### config.mk
export PLATFORM = sky130hd
export DESIGN_NAME = cdm_bus_unit_flat
export DESIGN_NICKNAME = d
export VERILOG_FILES = /design/src/rtl/cdm_bus_unit_if.sv /design/src/rtl/cdm_bus_unit.sv /design/src/flat_wrapper.sv
export SDC_FILE = /design/constraint.sdc
export NUM_CORES = 1
export LEC_CHECK = 0
export CORE_MARGIN = 2
export CORE_UTILIZATION = 52
export CTS_BUF_LIST = sky130_fd_sc_hd__clkbuf_8
export DETAILED_ROUTE_END_ITERATION = 12
export PLACE_DENSITY = 0.95
export SYNTH_ARGS = -nofsm -noshare
export SYNTH_HDL_FRONTEND = slang
export SYNTH_SLANG_ARGS = --single-unit
### constraint.sdc
create_clock -name clk -period 2.25 [get_ports clk]
set_clock_uncertainty 0.15 [all_clocks]
set_input_delay 0.5625 -clock clk [delete_from_list [all_inputs] [get_ports clk]]
set_output_delay 0.5625 -clock clk [all_outputs]
set_load 0.03 [all_outputs]
### src/rtl/cdm_bus_unit_if.sv
// cdm_bus_unit_if: CPU request/response and byte-lane memory beat signals of the cdm bus unit.
// slave is the bus unit's view; master is the view of the CPU and memory around it.
interface cdm_bus_unit_if #(
    parameter int unsigned ADDR_W = 16,
    parameter int unsigned DATA_W = 16
);
    logic                  req_valid;
    logic                  req_ready;
    logic                  req_write;
    logic [1:0]            req_size;
    logic                  req_sext;
    logic [ADDR_W-1:0]     req_addr;
    logic [DATA_W-1:0]     req_wdata;
    logic                  resp_valid;
    logic [DATA_W-1:0]     resp_rdata;
    logic                  bus_err;
    logic                  stall;
    logic                  mem_valid;
    logic [ADDR_W-1:0]     mem_addr;
    logic [DATA_W/8-1:0]   mem_be;
    logic                  mem_we;
    logic [DATA_W-1:0]     mem_wdata;
    logic [DATA_W-1:0]     mem_rdata;
    logic                  mem_ready;

    modport slave (
        input  req_valid, req_write, req_size, req_sext, req_addr, req_wdata, mem_rdata, mem_ready,
        output req_ready, resp_valid, resp_rdata, bus_err, stall,
        output mem_valid, mem_addr, mem_be, mem_we, mem_wdata
    );

    modport master (
        output req_valid, req_write, req_size, req_sext, req_addr, req_wdata, mem_rdata, mem_ready,
        input  req_ready, resp_valid, resp_rdata, bus_err, stall,
        input  mem_valid, mem_addr, mem_be, mem_we, mem_wdata
    );
endinterface

### src/rtl/cdm_bus_unit.sv
// cdm_bus_unit: load/store bus unit between the cdm datapath and byte-lane memory.
// Takes one byte/half/word request, splits accesses crossing a DATA_W boundary into two beats,
// merges and zero/sign-extends read data, and flags illegal sizes as bus errors.
// Optional feature: define BUS_TIMEOUT_EN to abort a beat after TIMEOUT_CYCLES wait cycles.
module cdm_bus_unit #(
    parameter int unsigned ADDR_W         = 16,
    parameter int unsigned DATA_W         = 16,
    parameter int unsigned TIMEOUT_CYCLES = 15
) (
    input logic           clk,
    input logic           reset_n,
    cdm_bus_unit_if.slave bus
);
    localparam int unsigned NB   = DATA_W / 8;
    localparam int unsigned OFFW = $clog2(NB);

    typedef enum logic [1:0] {StIdle, StBeat0, StBeat1, StDone} state_e;

    // Byte mask of an access of the given size, LSB-justified.
    function automatic logic [NB-1:0] size_mask(input logic [1:0] size);
        case (size)
            2'd0:    return NB'(1);
            2'd1:    return NB'(3);
            default: return NB'(15);
        endcase
    endfunction

    // Expand a byte mask into a bit mask.
    function automatic logic [DATA_W-1:0] lanes(input logic [NB-1:0] be);
        logic [DATA_W-1:0] m;
        for (int i = 0; i < NB; i++) m[8*i +: 8] = {8{be[i]}};
        return m;
    endfunction

    state_e              r_state;
    logic [ADDR_W-1:0]   r_addr;     // aligned beat0 address
    logic [OFFW-1:0]     r_off;
    logic [1:0]          r_size;
    logic                r_write;
    logic                r_sext;
    logic                r_split;
    logic [NB-1:0]       r_be1;
    logic [DATA_W-1:0]   r_wdata1;
    logic [DATA_W-1:0]   r_rbuf0;    // lanes captured in beat0 of a split read
    logic                r_mem_valid;
    logic [ADDR_W-1:0]   r_mem_addr;
    logic [NB-1:0]       r_mem_be;
    logic                r_mem_we;
    logic [DATA_W-1:0]   r_mem_wdata;
    logic                r_resp_valid;
    logic [DATA_W-1:0]   r_resp_rdata;
    logic                r_bus_err;

    logic [OFFW-1:0]     w_off;
    logic [ADDR_W-1:0]   w_aligned;
    logic                w_illegal;
    logic [2*NB-1:0]     w_be_full;
    logic [2*DATA_W-1:0] w_wd_full;
    logic [DATA_W-1:0]   w_rd_masked;
    logic [2*DATA_W-1:0] w_rbuf;
    logic [DATA_W-1:0]   w_raw;
    logic                w_sbit;
    logic [DATA_W-1:0]   w_rresult;
    logic                w_timeout;

    // Decode the incoming request into both beats' byte enables and lane-positioned write data.
    always_comb begin
        w_off     = bus.req_addr[OFFW-1:0];
        w_aligned = {bus.req_addr[ADDR_W-1:OFFW], {OFFW{1'b0}}};
        w_illegal = (bus.req_size == 2'd3) || ((bus.req_size == 2'd2) && (DATA_W < 32));
        w_be_full = {{NB{1'b0}}, size_mask(bus.req_size)} << w_off;
        w_wd_full = {{DATA_W{1'b0}}, bus.req_wdata & lanes(size_mask(bus.req_size))}
                    << {w_off, 3'b000};
    end

    // Assemble the read result from captured lanes plus the beat completing this cycle.
    always_comb begin
        w_rd_masked = bus.mem_rdata & lanes(r_mem_be);
        w_rbuf      = (r_state == StBeat1) ? {w_rd_masked, r_rbuf0}
                                           : {{DATA_W{1'b0}}, w_rd_masked};
        w_raw       = DATA_W'(w_rbuf >> {r_off, 3'b000}) & lanes(size_mask(r_size));
        case (r_size)
            2'd0:    w_sbit = w_raw[7];
            2'd1:    w_sbit = w_raw[15];
            default: w_sbit = w_raw[DATA_W-1];
        endcase
        w_rresult   = (r_sext && w_sbit) ? (w_raw | ~lanes(size_mask(r_size))) : w_raw;
    end

`ifdef BUS_TIMEOUT_EN
    localparam int unsigned TW = $clog2(TIMEOUT_CYCLES + 1);
    logic [TW-1:0] r_wait;

    // Count wait cycles of the current beat; a completed beat or an idle bus clears it.
    always_ff @(posedge clk or negedge reset_n) begin
        if (!reset_n) begin
            r_wait <= '0;
        end else if (!r_mem_valid || bus.mem_ready || w_timeout) begin
            r_wait <= '0;
        end else begin
            r_wait <= r_wait + TW'(1);
        end
    end

    assign w_timeout = r_mem_valid && !bus.mem_ready && (r_wait == TW'(TIMEOUT_CYCLES - 1));
`else
    assign w_timeout = 1'b0;
`endif

    // Transaction FSM with registered memory-side and response outputs.
    always_ff @(posedge clk or negedge reset_n) begin
        if (!reset_n) begin
            r_state      <= StIdle;
            r_addr       <= '0;
            r_off        <= '0;
            r_size       <= '0;
            r_write      <= 1'b0;
            r_sext       <= 1'b0;
            r_split      <= 1'b0;
            r_be1        <= '0;
            r_wdata1     <= '0;
            r_rbuf0      <= '0;
            r_mem_valid  <= 1'b0;
            r_mem_addr   <= '0;
            r_mem_be     <= '0;
            r_mem_we     <= 1'b0;
            r_mem_wdata  <= '0;
            r_resp_valid <= 1'b0;
            r_resp_rdata <= '0;
            r_bus_err    <= 1'b0;
        end else begin
            r_resp_valid <= 1'b0;
            unique case (r_state)
                StIdle: begin
                    if (bus.req_valid) begin
                        r_addr   <= w_aligned;
                        r_off    <= w_off;
                        r_size   <= bus.req_size;
                        r_write  <= bus.req_write;
                        r_sext   <= bus.req_sext;
                        r_split  <= |w_be_full[2*NB-1:NB];
                        r_be1    <= w_be_full[2*NB-1:NB];
                        r_wdata1 <= w_wd_full[2*DATA_W-1:DATA_W];
                        r_rbuf0  <= '0;
                        if (w_illegal) begin
                            r_state      <= StDone;
                            r_resp_valid <= 1'b1;
                            r_bus_err    <= 1'b1;
                        end else begin
                            r_state     <= StBeat0;
                            r_mem_valid <= 1'b1;
                            r_mem_addr  <= w_aligned;
                            r_mem_be    <= w_be_full[NB-1:0];
                            r_mem_we    <= bus.req_write;
                            r_mem_wdata <= w_wd_full[DATA_W-1:0];
                        end
                    end
                end
                StBeat0, StBeat1: begin
                    if (bus.mem_ready) begin
                        if ((r_state == StBeat0) && r_split) begin
                            r_state     <= StBeat1;
                            r_rbuf0     <= w_rd_masked;
                            r_mem_addr  <= r_addr + ADDR_W'(NB);
                            r_mem_be    <= r_be1;
                            r_mem_wdata <= r_wdata1;
                        end else begin
                            r_state      <= StDone;
                            r_mem_valid  <= 1'b0;
                            r_mem_addr   <= '0;
                            r_mem_be     <= '0;
                            r_mem_we     <= 1'b0;
                            r_mem_wdata  <= '0;
                            r_resp_valid <= 1'b1;
                            r_resp_rdata <= r_write ? '0 : w_rresult;
                        end
                    end else if (w_timeout) begin
                        // Abandon the transaction, including any remaining beat.
                        r_state      <= StDone;
                        r_mem_valid  <= 1'b0;
                        r_mem_addr   <= '0;
                        r_mem_be     <= '0;
                        r_mem_we     <= 1'b0;
                        r_mem_wdata  <= '0;
                        r_resp_valid <= 1'b1;
                        r_resp_rdata <= '0;
                        r_bus_err    <= 1'b1;
                    end
                end
                StDone: begin
                    r_state      <= StIdle;
                    r_resp_rdata <= '0;
                    r_bus_err    <= 1'b0;
                end
            endcase
        end
    end

    assign bus.req_ready  = (r_state == StIdle);
    assign bus.stall      = (r_state != StIdle);
    assign bus.resp_valid = r_resp_valid;
    assign bus.resp_rdata = r_resp_rdata;
    assign bus.bus_err    = r_bus_err;
    assign bus.mem_valid  = r_mem_valid;
    assign bus.mem_addr   = r_mem_addr;
    assign bus.mem_be     = r_mem_be;
    assign bus.mem_we     = r_mem_we;
    assign bus.mem_wdata  = r_mem_wdata;
endmodule

### src/flat_wrapper.sv
// flat-port wrapper written by rule: the top's interface ports become plain ports
module cdm_bus_unit_flat 
#(
    parameter int unsigned ADDR_W         = 16,
    parameter int unsigned DATA_W         = 16,
    parameter int unsigned TIMEOUT_CYCLES = 15
)
  (clk, reset_n, bus_req_valid, bus_req_write, bus_req_size, bus_req_sext, bus_req_addr, bus_req_wdata, bus_mem_rdata, bus_mem_ready, bus_req_ready, bus_resp_valid, bus_resp_rdata, bus_bus_err, bus_stall, bus_mem_valid, bus_mem_addr, bus_mem_be, bus_mem_we, bus_mem_wdata);
  cdm_bus_unit_if #(.ADDR_W(ADDR_W), .DATA_W(DATA_W)) bus_i ();
  input logic clk;
  input logic reset_n;
  input wire logic [$bits(bus_i.req_valid)-1:0] bus_req_valid;
  input wire logic [$bits(bus_i.req_write)-1:0] bus_req_write;
  input wire logic [$bits(bus_i.req_size)-1:0] bus_req_size;
  input wire logic [$bits(bus_i.req_sext)-1:0] bus_req_sext;
  input wire logic [$bits(bus_i.req_addr)-1:0] bus_req_addr;
  input wire logic [$bits(bus_i.req_wdata)-1:0] bus_req_wdata;
  input wire logic [$bits(bus_i.mem_rdata)-1:0] bus_mem_rdata;
  input wire logic [$bits(bus_i.mem_ready)-1:0] bus_mem_ready;
  output wire logic [$bits(bus_i.req_ready)-1:0] bus_req_ready;
  output wire logic [$bits(bus_i.resp_valid)-1:0] bus_resp_valid;
  output wire logic [$bits(bus_i.resp_rdata)-1:0] bus_resp_rdata;
  output wire logic [$bits(bus_i.bus_err)-1:0] bus_bus_err;
  output wire logic [$bits(bus_i.stall)-1:0] bus_stall;
  output wire logic [$bits(bus_i.mem_valid)-1:0] bus_mem_valid;
  output wire logic [$bits(bus_i.mem_addr)-1:0] bus_mem_addr;
  output wire logic [$bits(bus_i.mem_be)-1:0] bus_mem_be;
  output wire logic [$bits(bus_i.mem_we)-1:0] bus_mem_we;
  output wire logic [$bits(bus_i.mem_wdata)-1:0] bus_mem_wdata;
  assign bus_i.req_valid = bus_req_valid;
  assign bus_i.req_write = bus_req_write;
  assign bus_i.req_size = bus_req_size;
  assign bus_i.req_sext = bus_req_sext;
  assign bus_i.req_addr = bus_req_addr;
  assign bus_i.req_wdata = bus_req_wdata;
  assign bus_i.mem_rdata = bus_mem_rdata;
  assign bus_i.mem_ready = bus_mem_ready;
  assign bus_req_ready = bus_i.req_ready;
  assign bus_resp_valid = bus_i.resp_valid;
  assign bus_resp_rdata = bus_i.resp_rdata;
  assign bus_bus_err = bus_i.bus_err;
  assign bus_stall = bus_i.stall;
  assign bus_mem_valid = bus_i.mem_valid;
  assign bus_mem_addr = bus_i.mem_addr;
  assign bus_mem_be = bus_i.mem_be;
  assign bus_mem_we = bus_i.mem_we;
  assign bus_mem_wdata = bus_i.mem_wdata;
  cdm_bus_unit #(.ADDR_W(ADDR_W), .DATA_W(DATA_W), .TIMEOUT_CYCLES(TIMEOUT_CYCLES)) u_core (.clk(clk), .reset_n(reset_n), .bus(bus_i));
endmodule
==> metrics.md <==
| Metric | Value |
|---|---|
| Sw frac | 45.63% |
| Height of the chip | 100.5 µm |
| Syn_nets | between 500 and 600 |
| Clock latency on the worst-skew pair | roughly 370 ps |
| Initial core utilization | 52.90% |
| Gate power share | a little under three fifths |
| Worst reg-to-reg path cell count | 7 |
| Sequential share of the synthesized area | 51.68% |
| Fin nets | 659 |
| Critical Path RT | 2350 ps |
| Power consumption | between 9 and 10 mW |
| Clock network fraction of total power | about an eighth |
| LEAKAGE | 2.747 nW |
| CTS Buf Count | 9 |
| Vias | 4402 |
| Register Area | ~2500 µm² |
| First-pass DRT Iterations | 5 |
| Syn avg cell area | ~10 µm² |
| CTS Root Cell | clkbuf_8 |
| Clock transition at path regs | 100 ps |
| Final setup TNS | 0 ps |
| Worst setup path start | u_core.r_state[1]$_DFFE_PN0P_ |
| Cell Area, Placed | between 6000 and 7000 µm² |
| Top Usage Layer GRT | met2 |
| Cell Int Power | 5.420 mW |
| GR Overflow Total | 0 |
| GR Util All Layers | 26.57% |
| Worst Hold Class | flip-flop to flip-flop |
| CP max FO | 51 |
| Worst-Margin Slew | 642.4 ps |
| Fin crit share | between 90% and 100% |
| Terminus of the critical flop-to-flop path | u_core.bus.mem_wdata[3]$_DFFE_PN0P_ |
| Kind of critical path | flip-flop to flip-flop |
| Post-synthesis register bit count | 100 |
| Post-synth cell types | 53 |
| Min Hold Slack | 347.6 ps |
| GR met3 Demand/Resource | 5.132% |
| Flop2flop setup slack | 30 ps |
| Worst vdd ir | between 0.9 and 1 mV |
| Post-DR wirelength/cell | between 15 and 20 µm |
| Number of synthesized flops with an enable pin | 0 |
| Crit path DAT | between 2000 and 2500 ps |
| Ratio of cells with drive above 1 in the final layout | a little over an eighth |
| Critical path endpoint | u_core.bus.mem_wdata[3]$_DFFE_PN0P_ |
| Critical Path Sink Type | flip-flop |
| Rows | 35 |
| Status | complete, no violations |
| Max Clk Rate | roughly 0.45 GHz |
| Sequential share of power | 31.6% |
| Vias in the first global route | 4334 |
| Drc violations | 0 |
| Switching power | 4.549 mW |
| Via/cell ratio | 6.191 |
| Fin area | 6489 µm² |
| N_diodes | 0 |
| CP Launch Type | flip-flop |
| Yosys top cell area share | 51.68% |
| Minimum clock period | around 2200 ps |
| Slew Limit Fails | 0 |
| Synth async-reset ratio | 100.0% |
| Synth Flop Type | dfrtp_1 |
| Clk buf depth | 2 |
| Final Hold Viols | 0 |
| GP Congestion | 0.9379 |
| Area of the multi-input gates | 2236 µm² |
| Clock tree sinks | 100 |
| Most common cell in the netlist | dfrtp_1 |
| Area Growth Syn to Fin | 34.01% |
| Global-route wire length before repair | 21050 µm |
| Global-route track usage on met1 | 35.11% |
| CTS tree | built |
| Horiz. Die Dim | 100.5 µm |
| Unrepaired setup endpoints after global routing | yes |
| Max Cap Violations | 0 |
| Syn. warnings | 0 |
| Critical R2R Launch | u_core.r_state[1]$_DFFE_PN0P_ |
| Power Density | 1536 nW/µm² |
| Met2 global-route usage | 43.11% |
| Final ANT Viol Nets | 0 |
| Netlist area before placement | 4842 µm² |
| Core area | 9153 µm² |
| H-tree depth | 3 |
| Synth area leader | dfrtp_1 |
| DRT iter0 DRCs | between 200 and 300 |
| I/O pins | 112 |
| Largest net degree at the start of global routing | 52 |
| # setup viols final | 0 |
| Die ar. | ~10000 µm² |
| Initial antenna violation count | 0 |
| Max-slew headroom | 57.01% |
| # fillers | ~610 |
| Dpl hpwl | 9654 µm |
| Port Buffers | 110 |
| Ranking of synthesized cells by area | dfrtp_1 (52%), nand2_1 (6.4%), mux2_2 (4.0%), a221oi_1 (3.4%), nor2_1 (2.9%) |
| Synth top cells by count | dfrtp_1 (100), nand2_1 (82), nor2_1 (38) |
| Syn Inst Count | 482 |
| Final wirelength | 13550 µm |
==> through the flow <==
step | setup slack [ps] | instances | utilization (%)
2_1_floorplan | 164.9 | 482 | -
3_3_place_gp | -66.73 | 693 | 67.52
3_5_place_dp | -191.5 | 693 | 67.52
4_1_cts | 0.1332 | 711 | 70.24
5_1_grt | -61.12 | 711 | 70.90
6_report | 29.39 | 711 | 70.90
==> cells in the final DEF, fill, tap and decap left out, types with 14 or more instances in the layout <==
| cell | synthesis | layout |
|---|---|---|
| nor2_1 | 38 | 37 |
| clkdlybuf4s50_1 | 0 | 106 |
| o21ai_0 | 14 | 14 |
| mux2_2 | 17 | 17 |
| buf_4 | 1 | 21 |
| a22o_1 | 16 | 16 |
| nand2_1 | 82 | 82 |
| dfrtp_1 | 100 | 99 |
| a21oi_1 | 23 | 23 |
==> power groups by stage <==
stage          logic [mW]  registers [mW]  clock network [mW]
2_1_floorplan        2.76            3.74                   0
3_3_place_gp         5.10            3.10                   0
3_5_place_dp         5.35            3.14                   0
4_1_cts              5.40            3.12                1.26
5_1_grt              5.96            3.23                1.34
6_report             5.57            3.15                1.25
==> sequential cells by signal, summed over array words and instances (netlist names), 2 cells and up <==
signal	flops
u_core.bus.mem_wdata	16
u_core.bus.resp_rdata	16
u_core.r_rbuf0	16
u_core.bus.mem_addr	15
u_core.r_addr	15
u_core.r_wdata1	8
u_core.bus.mem_be	2
u_core.r_size	2
u_core.r_state	2
==> logic make-up after synthesis <==
kind of cell / count (synthesis) / synth area share (%)
compound gates: 132 / 19.43
xor+xnor: 13 / 2.351
fa+ha+maj: 8 / 2.067
buf+inv: 41 / 3.669
flops: 100 / 51.68
mux: 19 / 4.625
other cells: 1 / 0.07745
simple gates: 168 / 16.10
==> critical path, cell delays in order (launching register included) <==
cell	delay (ps)
dfrtp_2	430
inv_1	90
ha_1	330
nor2b_2	220
a211o_1	310
buf_12	200
a221oi_1	280
nor2_1	80
==> how the worst min path moves through the flow <==
stage          slack, ps                                 from  depth (start not counted)                                   to
2_1_floorplan        120                              reset_n                          0       u_core.bus.bus_err$_DFFE_PN0P_
3_3_place_gp         310        u_core.r_rbuf0[7]$_DFFE_PN0P_                          2        u_core.r_rbuf0[7]$_DFFE_PN0P_
3_5_place_dp         320  u_core.bus.mem_wdata[8]$_DFFE_PN0P_                          2  u_core.bus.mem_wdata[8]$_DFFE_PN0P_
4_1_cts              350  u_core.bus.mem_wdata[8]$_DFFE_PN0P_                          2  u_core.bus.mem_wdata[8]$_DFFE_PN0P_
5_1_grt              370        u_core.r_rbuf0[8]$_DFFE_PN0P_                          2        u_core.r_rbuf0[8]$_DFFE_PN0P_
6_report             350       u_core.r_rbuf0[13]$_DFFE_PN0P_                          2       u_core.r_rbuf0[13]$_DFFE_PN0P_
==> what timing repair did <==
item                                    4_1_cts  5_1_grt
buffers inserted                              1        0
resized for setup                             4       10
endpoints found under the hold margin        27        0
endpoints found under the setup margin       10       14
hold buffers                                  1        0
gates cloned                                  0        0
==> layout make-up <==
class	instances	area share, %
clock buffer	11	2.333
tap	111	2.140
inverter	8	0.4628
multi-input combinational	341	34.46
timing repair buffer	135	20.98
sequential	100	38.58
clock inverter	5	1.041
==> layer usage <==
metal | vias up | part of all wire [%]
met5 | - | 0
met4 | 0 | 2.9
met3 | 35 | 7.9
met2 | 258 | 49
met1 | 2149 | 40
li1 | 1960 | -
Power figures use the tool's default switching activity.
==> RTL edit 1, RTL diff (config.mk and constraints unchanged) <==
`ADDR_W` is set to 16 in 3 places; all go to 17.
--- a/src/rtl/cdm_bus_unit_if.sv
+++ b/src/rtl/cdm_bus_unit_if.sv
@@ -1,7 +1,7 @@
 // cdm_bus_unit_if: CPU request/response and byte-lane memory beat signals of the cdm bus unit.
 // slave is the bus unit's view; master is the view of the CPU and memory around it.
 interface cdm_bus_unit_if #(
-    parameter int unsigned ADDR_W = 16,
+    parameter int unsigned ADDR_W = 17,
     parameter int unsigned DATA_W = 16
 );
     logic                  req_valid;
--- a/src/rtl/cdm_bus_unit.sv
+++ b/src/rtl/cdm_bus_unit.sv
@@ -3,7 +3,7 @@
 // merges and zero/sign-extends read data, and flags illegal sizes as bus errors.
 // Optional feature: define BUS_TIMEOUT_EN to abort a beat after TIMEOUT_CYCLES wait cycles.
 module cdm_bus_unit #(
-    parameter int unsigned ADDR_W         = 16,
+    parameter int unsigned ADDR_W         = 17,
     parameter int unsigned DATA_W         = 16,
     parameter int unsigned TIMEOUT_CYCLES = 15
 ) (
--- a/src/flat_wrapper.sv
+++ b/src/flat_wrapper.sv
@@ -1,7 +1,7 @@
 // flat-port wrapper written by rule: the top's interface ports become plain ports
 module cdm_bus_unit_flat 
 #(
-    parameter int unsigned ADDR_W         = 16,
+    parameter int unsigned ADDR_W         = 17,
     parameter int unsigned DATA_W         = 16,
     parameter int unsigned TIMEOUT_CYCLES = 15
 )
Interface: changed (resized bus_mem_addr and bus_req_addr); port bits go from 112 to 114. The function was not compared with the original's and may differ.
==> RTL edit 1 against the unedited design <==
- sequential share of layout area up 0.46 points
- clock power decreased by 9%
- die area grew 1.1%
- area after synthesis rose by 1.1%
- cell area is 0.81% higher
- setup slack gained 0.019 ns
- sequential cell count grew 2
- wire length increased by 1.4%
- count of clock-buffer cells in the layout is 2 lower
- power rose by 1.6%
- maximum frequency increased by 0.88%
==> RTL edit 1: results (changes against the unedited design) <==
| Metric | Value |
|---|---|
| Crit path max-delay cell type | nor4_1 |
| Relative slew slack | 56.25% (-0.77 points) |
| CP Max Fanout | 7 (-86%) |
| Sw Ratio | 45.64% (about the same) |
| Cell Area, Placed | 0.006285 mm² (+1.7%) |
| Drt wl/cell | 18.59 µm (-2.5%) |
| RePlAce Congestion | 0.9080 (-3.2%) |
| Antenna diodes | 0 (unchanged) |
| WHS Endpoint | u_core.r_rbuf0[0]$_DFFE_PN0P_ |
| First-pass GRT wire length | 21800 µm (+3.6%) |
| Reg2reg setup slack | 0.05 ns (+0.02 ns) |
| Crit-path leading delay family | simple AND/OR/NAND/NOR gates |
| Clock transition at path regs | 0.09 ns |
| Iter 0 DRT Violations | 444 (+61%) |
| Placed Instances | 722 (+4.2%) |
| Drt first pass iters | 6 (+1) |
| Routed wire length | 13740 µm (+1.4%) |
| CTS Buf Count | 9 (unchanged) |
| RR Endpoint | u_core.bus.mem_addr[15]$_DFFE_PN0P_ |
| Fillcell total | 629 (+3.3%) |
| Peak supply drop | 1.035 mV (+9.1%) |
| H-Tree Depth | 3 (unchanged) |
| Fin nets | 687 (+4.2%) |
| Hold path depth | 2 (unchanged) |
| Total track usage | 27.21% (+0.64 points) |
| CTS root buf | clkbuf_8 |
| Vias per cell | 6.126 (-1.1%) |
| Tcrit/Tclk final | 97.83% (-0.86 points) |
| Post-synth net total | 565 (+3.5%) |
| Leakage | 0.002866 µW (+4.3%) |
| Worst hold path class | reg -> reg |
| Ys flop type | dfrtp_1 |
| Port bufs | 112 (+1.8%) |
| Worst EP arrival | 2.31 ns |
| Setup WS pre-CTS | -0.2263 ns (-0.03483 ns) |
| Skew-Pair Late Insertion Delay | 0.37 ns (about the same) |
| R2r startpoint | u_core.r_addr[3]$_DFFE_PN0P_ |
| FFs w/ async S/R, synth | 100.0% (unchanged) |
| Number of global-route vias before repair | 4496 (+3.7%) |
| Synth area leaders | dfrtp_1 52%, nand2_1 5.8%, nor2_1 4.8%, mux2_2 4.4%, o21ai_0 3.6% |
| HPWL after DPL | 9804 µm (+1.6%) |
| Mapped Cells | 501 (+3.9%) |
| CTS max path bufs | 2 (unchanged) |
| Final hold slack | 0.3422 ns (-0.005401 ns) |
| Status | completed |
| Ys Warns | 0 (unchanged) |
| Top post-synthesis cells by count | 102 x dfrtp_1, 76 x nand2_1, 63 x nor2_1, 35 x o21ai_0 |
| Post-synthesis cell type count | 47 (-11%) |
| CP max stage delay | 0.67 ns (+0.24 ns) |
| DRC Markers | 0 (unchanged) |
| Layout cell share with drive strength beyond 1 | 13.54% (-0.13 points) |
| R2R depth | 5 (-2) |
| Min-delay src | u_core.r_rbuf0[0]$_DFFE_PN0P_ |
| Sequential area share after synthesis | 52.12% (+0.44 points) |
| Initial antenna violation count | 0 (unchanged) |
| Largest net degree at the start of global routing | 40 (-23%) |
[RTL edit 1: per-layer routing]
| metal | routed length (µm) | global-route usage, % | up-vias |
|---|---|---|---|
| met5 | 0 | 0 | - |
| met4 | 443 | 10.08 | 0 |
| met3 | 1091 | 5.479 | 45 |
| met1 | 5269 | 33.68 | 2210 |
| met2 | 6932 | 47.02 | 246 |
| li1 | - | - | 2026 |
[RTL edit 1: final cells by class]
cell class                      instances  area, µm²  share of cell area [%]
Inverter                                8      30.03                  0.4591
Tap cell                              111      138.9                   2.123
Sequential cell                       102       2554                   39.04
Multi-Input combinational cell        360       2230                   34.09
Clock buffer                            9      123.9                   1.894
Timing Repair Buffer                  142       1399                   21.38
Clock inverter                          7      66.31                   1.014
[RTL edit 1: cell families (layout without fill, tap and decap cells)]
logic type / Yosys count / after routing / share of synthesized area [%]
fa+ha+maj: 7 / 7 / 1.788
flops: 102 / 102 / 52.12
compound gates: 130 / 130 / 17.60
xor+xnor: 13 / 13 / 2.325
buf+inv: 39 / 166 / 3.373
mux: 20 / 20 / 4.573
simple gates: 189 / 189 / 18.14
other cells: 1 / 1 / 0.07657
[RTL edit 1: worst max path at each step]
stage	startpoint	slack, ns	end
final	u_core.r_addr[3]$_DFFE_PN0P_	0.05	u_core.bus.mem_addr[15]$_DFFE_PN0P_
after global routing	u_core.r_addr[3]$_DFFE_PN0P_	-0.01	u_core.bus.mem_addr[15]$_DFFE_PN0P_
after floorplan	u_core.r_state[0]$_DFFE_PN0P_	0.04	u_core.bus.mem_addr[12]$_DFFE_PN0P_
after detailed placement	bus_mem_ready	-0.23	u_core.bus.resp_rdata[15]$_DFFE_PN0P_
after CTS	u_core.r_state[0]$_DFFE_PN0P_	0.0005	u_core.r_rbuf0[15]$_DFFE_PN0P_
after global placement	bus_mem_ready	-0.20	u_core.bus.resp_rdata[15]$_DFFE_PN0P_
[RTL edit 1: what timing repair did]
| item | 4_1_cts | 5_1_grt |
|---|---|---|
| gates resized for setup | 1 | 12 |
| buffers inserted | 0 | 0 |
| hold buffers | 1 | 0 |
| hold endpoints to repair | 30 | 0 |
| endpoints found under the setup margin | 2 | 50 |
[RTL edit 1: power by group through the flow]
stage / clock network, µW / registers, µW / logic [µW]
finish: 1140 / 3140 / 5850
global route: 1220 / 3210 / 6300
CTS: 1160 / 3120 / 5710
detailed placement: 0 / 3150 / 5670
global placement: 0 / 3100 / 5460
floorplan: 0 / 3860 / 2740
[RTL edit 1: tightest hold or removal path: cells and delay by family, from the launching register on]
family | cells | cell delay [ns]
flip-flops | 1 | 0.35
AO/OA/AOI/OAI | 1 | 0.06
AND/OR/NAND/NOR | 1 | 0.04
==> RTL edit 2, RTL diff (config.mk and constraints unchanged) <==
Without the edit above. Re-encode `state_e` (4 states) as one-hot, 4 bits wide.
--- a/src/rtl/cdm_bus_unit.sv
+++ b/src/rtl/cdm_bus_unit.sv
@@ -14,7 +14,7 @@
     localparam int unsigned NB   = DATA_W / 8;
     localparam int unsigned OFFW = $clog2(NB);
 
-    typedef enum logic [1:0] {StIdle, StBeat0, StBeat1, StDone} state_e;
+    typedef enum logic [3:0] {StIdle = 4'b0001, StBeat0 = 4'b0010, StBeat1 = 4'b0100, StDone = 4'b1000} state_e;
 
     // Byte mask of an access of the given size, LSB-justified.
     function automatic logic [NB-1:0] size_mask(input logic [1:0] size);
Behaviour: no difference found for any inputs over 4 cycles, from zero or initial values and one cycle with reset_n low; so few cycles prove little.
==> RTL edit 2 against the unedited design <==
- the run now ends with negative setup slack left
- sequential cell count up 2
- cell area up 8.1%
- die area up 4.1%
- register-to-register slack worse by 0.07 ns
- power down 7.3%
- setup slack worse by 0.10 ns
- critical path depth down 4
- wire length up 13%
- final cell count up 5.6%
- area after synthesis up 4.2%
- global-route usage up 1.4 points
==> RTL edit 2: results (changes against the unedited design) <==
| Metric | Value |
|---|---|
| Leakage | 0.002969 µW (+8.1%) |
| Sequential area share after synthesis | 50.61% (-1.1 points) |
| CP Max Fanout | 3 (-94%) |
| Skew-Pair Late Insertion Delay | 0.38 ns |
| M1 GR Usage | 36.97% (+1.9 points) |
| Post-CTS Resized | 16 (+12) |
| Worst hold path class | reg -> reg |
| Post-synthesis cell type count | 61 (+15%) |
| Vias | 4691 (+6.6%) |
| Peak supply drop | 0.8832 mV (-6.9%) |
| Top post-synthesis cells by count | 101 x dfrtp_1, 58 x nand2_1, 45 x nor2_1, 34 x o21ai_0, 22 x a21oi_1 |
| Fin nets | 674 (+2.3%) |
| First-pass GRT wire length | 22690 µm (+7.8%) |
| DRT met1 WL | 5734 µm (+5.2%) |
| Synth area leaders | dfrtp_1 50%, mux2_2 4.5%, nand2_1 4.3%, a32o_1 3.4%, o21ai_0 3.4% |
| Cell Area, Placed | 0.006504 mm² (+5.2%) |
| Largest net degree at the start of global routing | 48 (-7.7%) |
| Failing checks | negative setup slack |
| Setup Buffers After CTS | 3 (+2) |
| FFs w/ async S/R, synth | 100.0% (unchanged) |
| Met2 Track Usage GR | 45.60% (+2.5 points) |
| Non-Filler Instances | 751 (+5.6%) |
| Sw Ratio | 43.56% (-2.1 points) |
| Post-synth net total | 535 (-2.0%) |
| Setup WS pre-CTS | -0.1945 ns (-0.002944 ns) |
| Layout Utilization | 75.21% (+4.3 points) |
| Placed Instances | 725 (+4.6%) |
| Crit path launch | u_core.r_state[0]$_DFFE_PN1P_ |
| Final setup violation count | 5 (+5) |
| Int Pwr | 5214 µW (-3.8%) |
| H-Tree Depth | 3 (unchanged) |
| DR WL met2 | 7617 µm (+15%) |
| Layout cell share with drive strength beyond 1 | 21.38% (+7.7 points) |
| RePlAce Congestion | 0.9725 (+3.7%) |
| Iter 0 DRT Violations | 391 (+42%) |
| Status | finished, violations left |
| HPWL after DPL | 10150 µm (+5.2%) |
| Clock power share | 13.1% (+0.6 points) |
| Final WS setup | -0.07496 ns (-0.1044 ns) |
| Worst EP arrival | 1.61 ns (-0.71 ns) |
| Worst-Margin Slew | 0.6899 ns (+0.04742 ns) |
| Fillcell total | 592 (-2.8%) |
| Min-delay src | u_core.bus.resp_rdata[7]$_DFFE_PN0P_ |
| R2r startpoint | u_core.r_state[0]$_DFFE_PN1P_ |
| M3 GR Usage | 5.492% (+0.36 points) |
| Number of global-route vias before repair | 4475 (+3.3%) |
| Total track usage | 27.92% (+1.4 points) |
| Sequential power share | 34.1% (+2.5 points) |
| Drt wl/cell | 20.40 µm (+7.0%) |
| Post-route setup TNS | -0.1749 ns (-0.1749 ns) |
| Met3 routed WL | 1451 µm (+36%) |
| Mapped Cells | 478 (-0.83%) |
## RTL edit 2: cell types whose count changed after synthesis, moves of 8 or more
cell | unedited run | this run
nand2_1 | 82 | 58
mux2i_1 | 1 | 10
o211ai_1 | 9 | 0
a22o_1 | 16 | 8
o21ai_0 | 14 | 34
o31ai_1 | 11 | 0
a32o_1 | 0 | 17
## RTL edit 2: cells by family after synthesis
| logic type | count (synthesis) | share of synthesized area, % |
|---|---|---|
| AND/OR/NAND/NOR | 154 | 15.15 |
| AO/OA/AOI/OAI | 137 | 20.33 |
| flip-flops | 102 | 50.61 |
| buffers and inverters | 40 | 4.339 |
| multiplexers | 32 | 6.968 |
| XOR/XNOR | 11 | 2.281 |
| adder cells (fa/ha/maj) | 1 | 0.2479 |
| other | 1 | 0.07431 |
## RTL edit 2: path summary, 6_finish.rpt
path	cells past startpoint	end	slack [ns]
max	3	bus_req_ready	-0.07
min	1	u_core.bus.resp_rdata[7]$_DFFE_PN0P_	0.35
max reg2reg	7	u_core.bus.mem_wdata[2]$_DFFE_PN0P_	-0.04
min reg2reg	1	u_core.bus.resp_rdata[7]$_DFFE_PN0P_	0.35
max in group asynchronous	3	u_core.r_state[0]$_DFFE_PN1P_	0.85
min in group asynchronous	2	u_core.bus.resp_rdata[2]$_DFFE_PN0P_	0.49
## RTL edit 2: area by class of cell
| class | count | share of cell area [%] |
|---|---|---|
| clock buffers | 10 | 1.962 |
| multi-input cells | 336 | 34.60 |
| well taps | 129 | 2.301 |
| flip-flops and latches | 102 | 36.40 |
| repair buffers | 164 | 23.45 |
| inverters | 4 | 0.2854 |
| clock inverters | 6 | 0.9988 |
## RTL edit 2: critical path, stage by stage, from the launching register on
cell      delay (ns)
dfstp_2         0.54
or4b_4          0.51
clkinv_4        0.07
buf_6           0.12
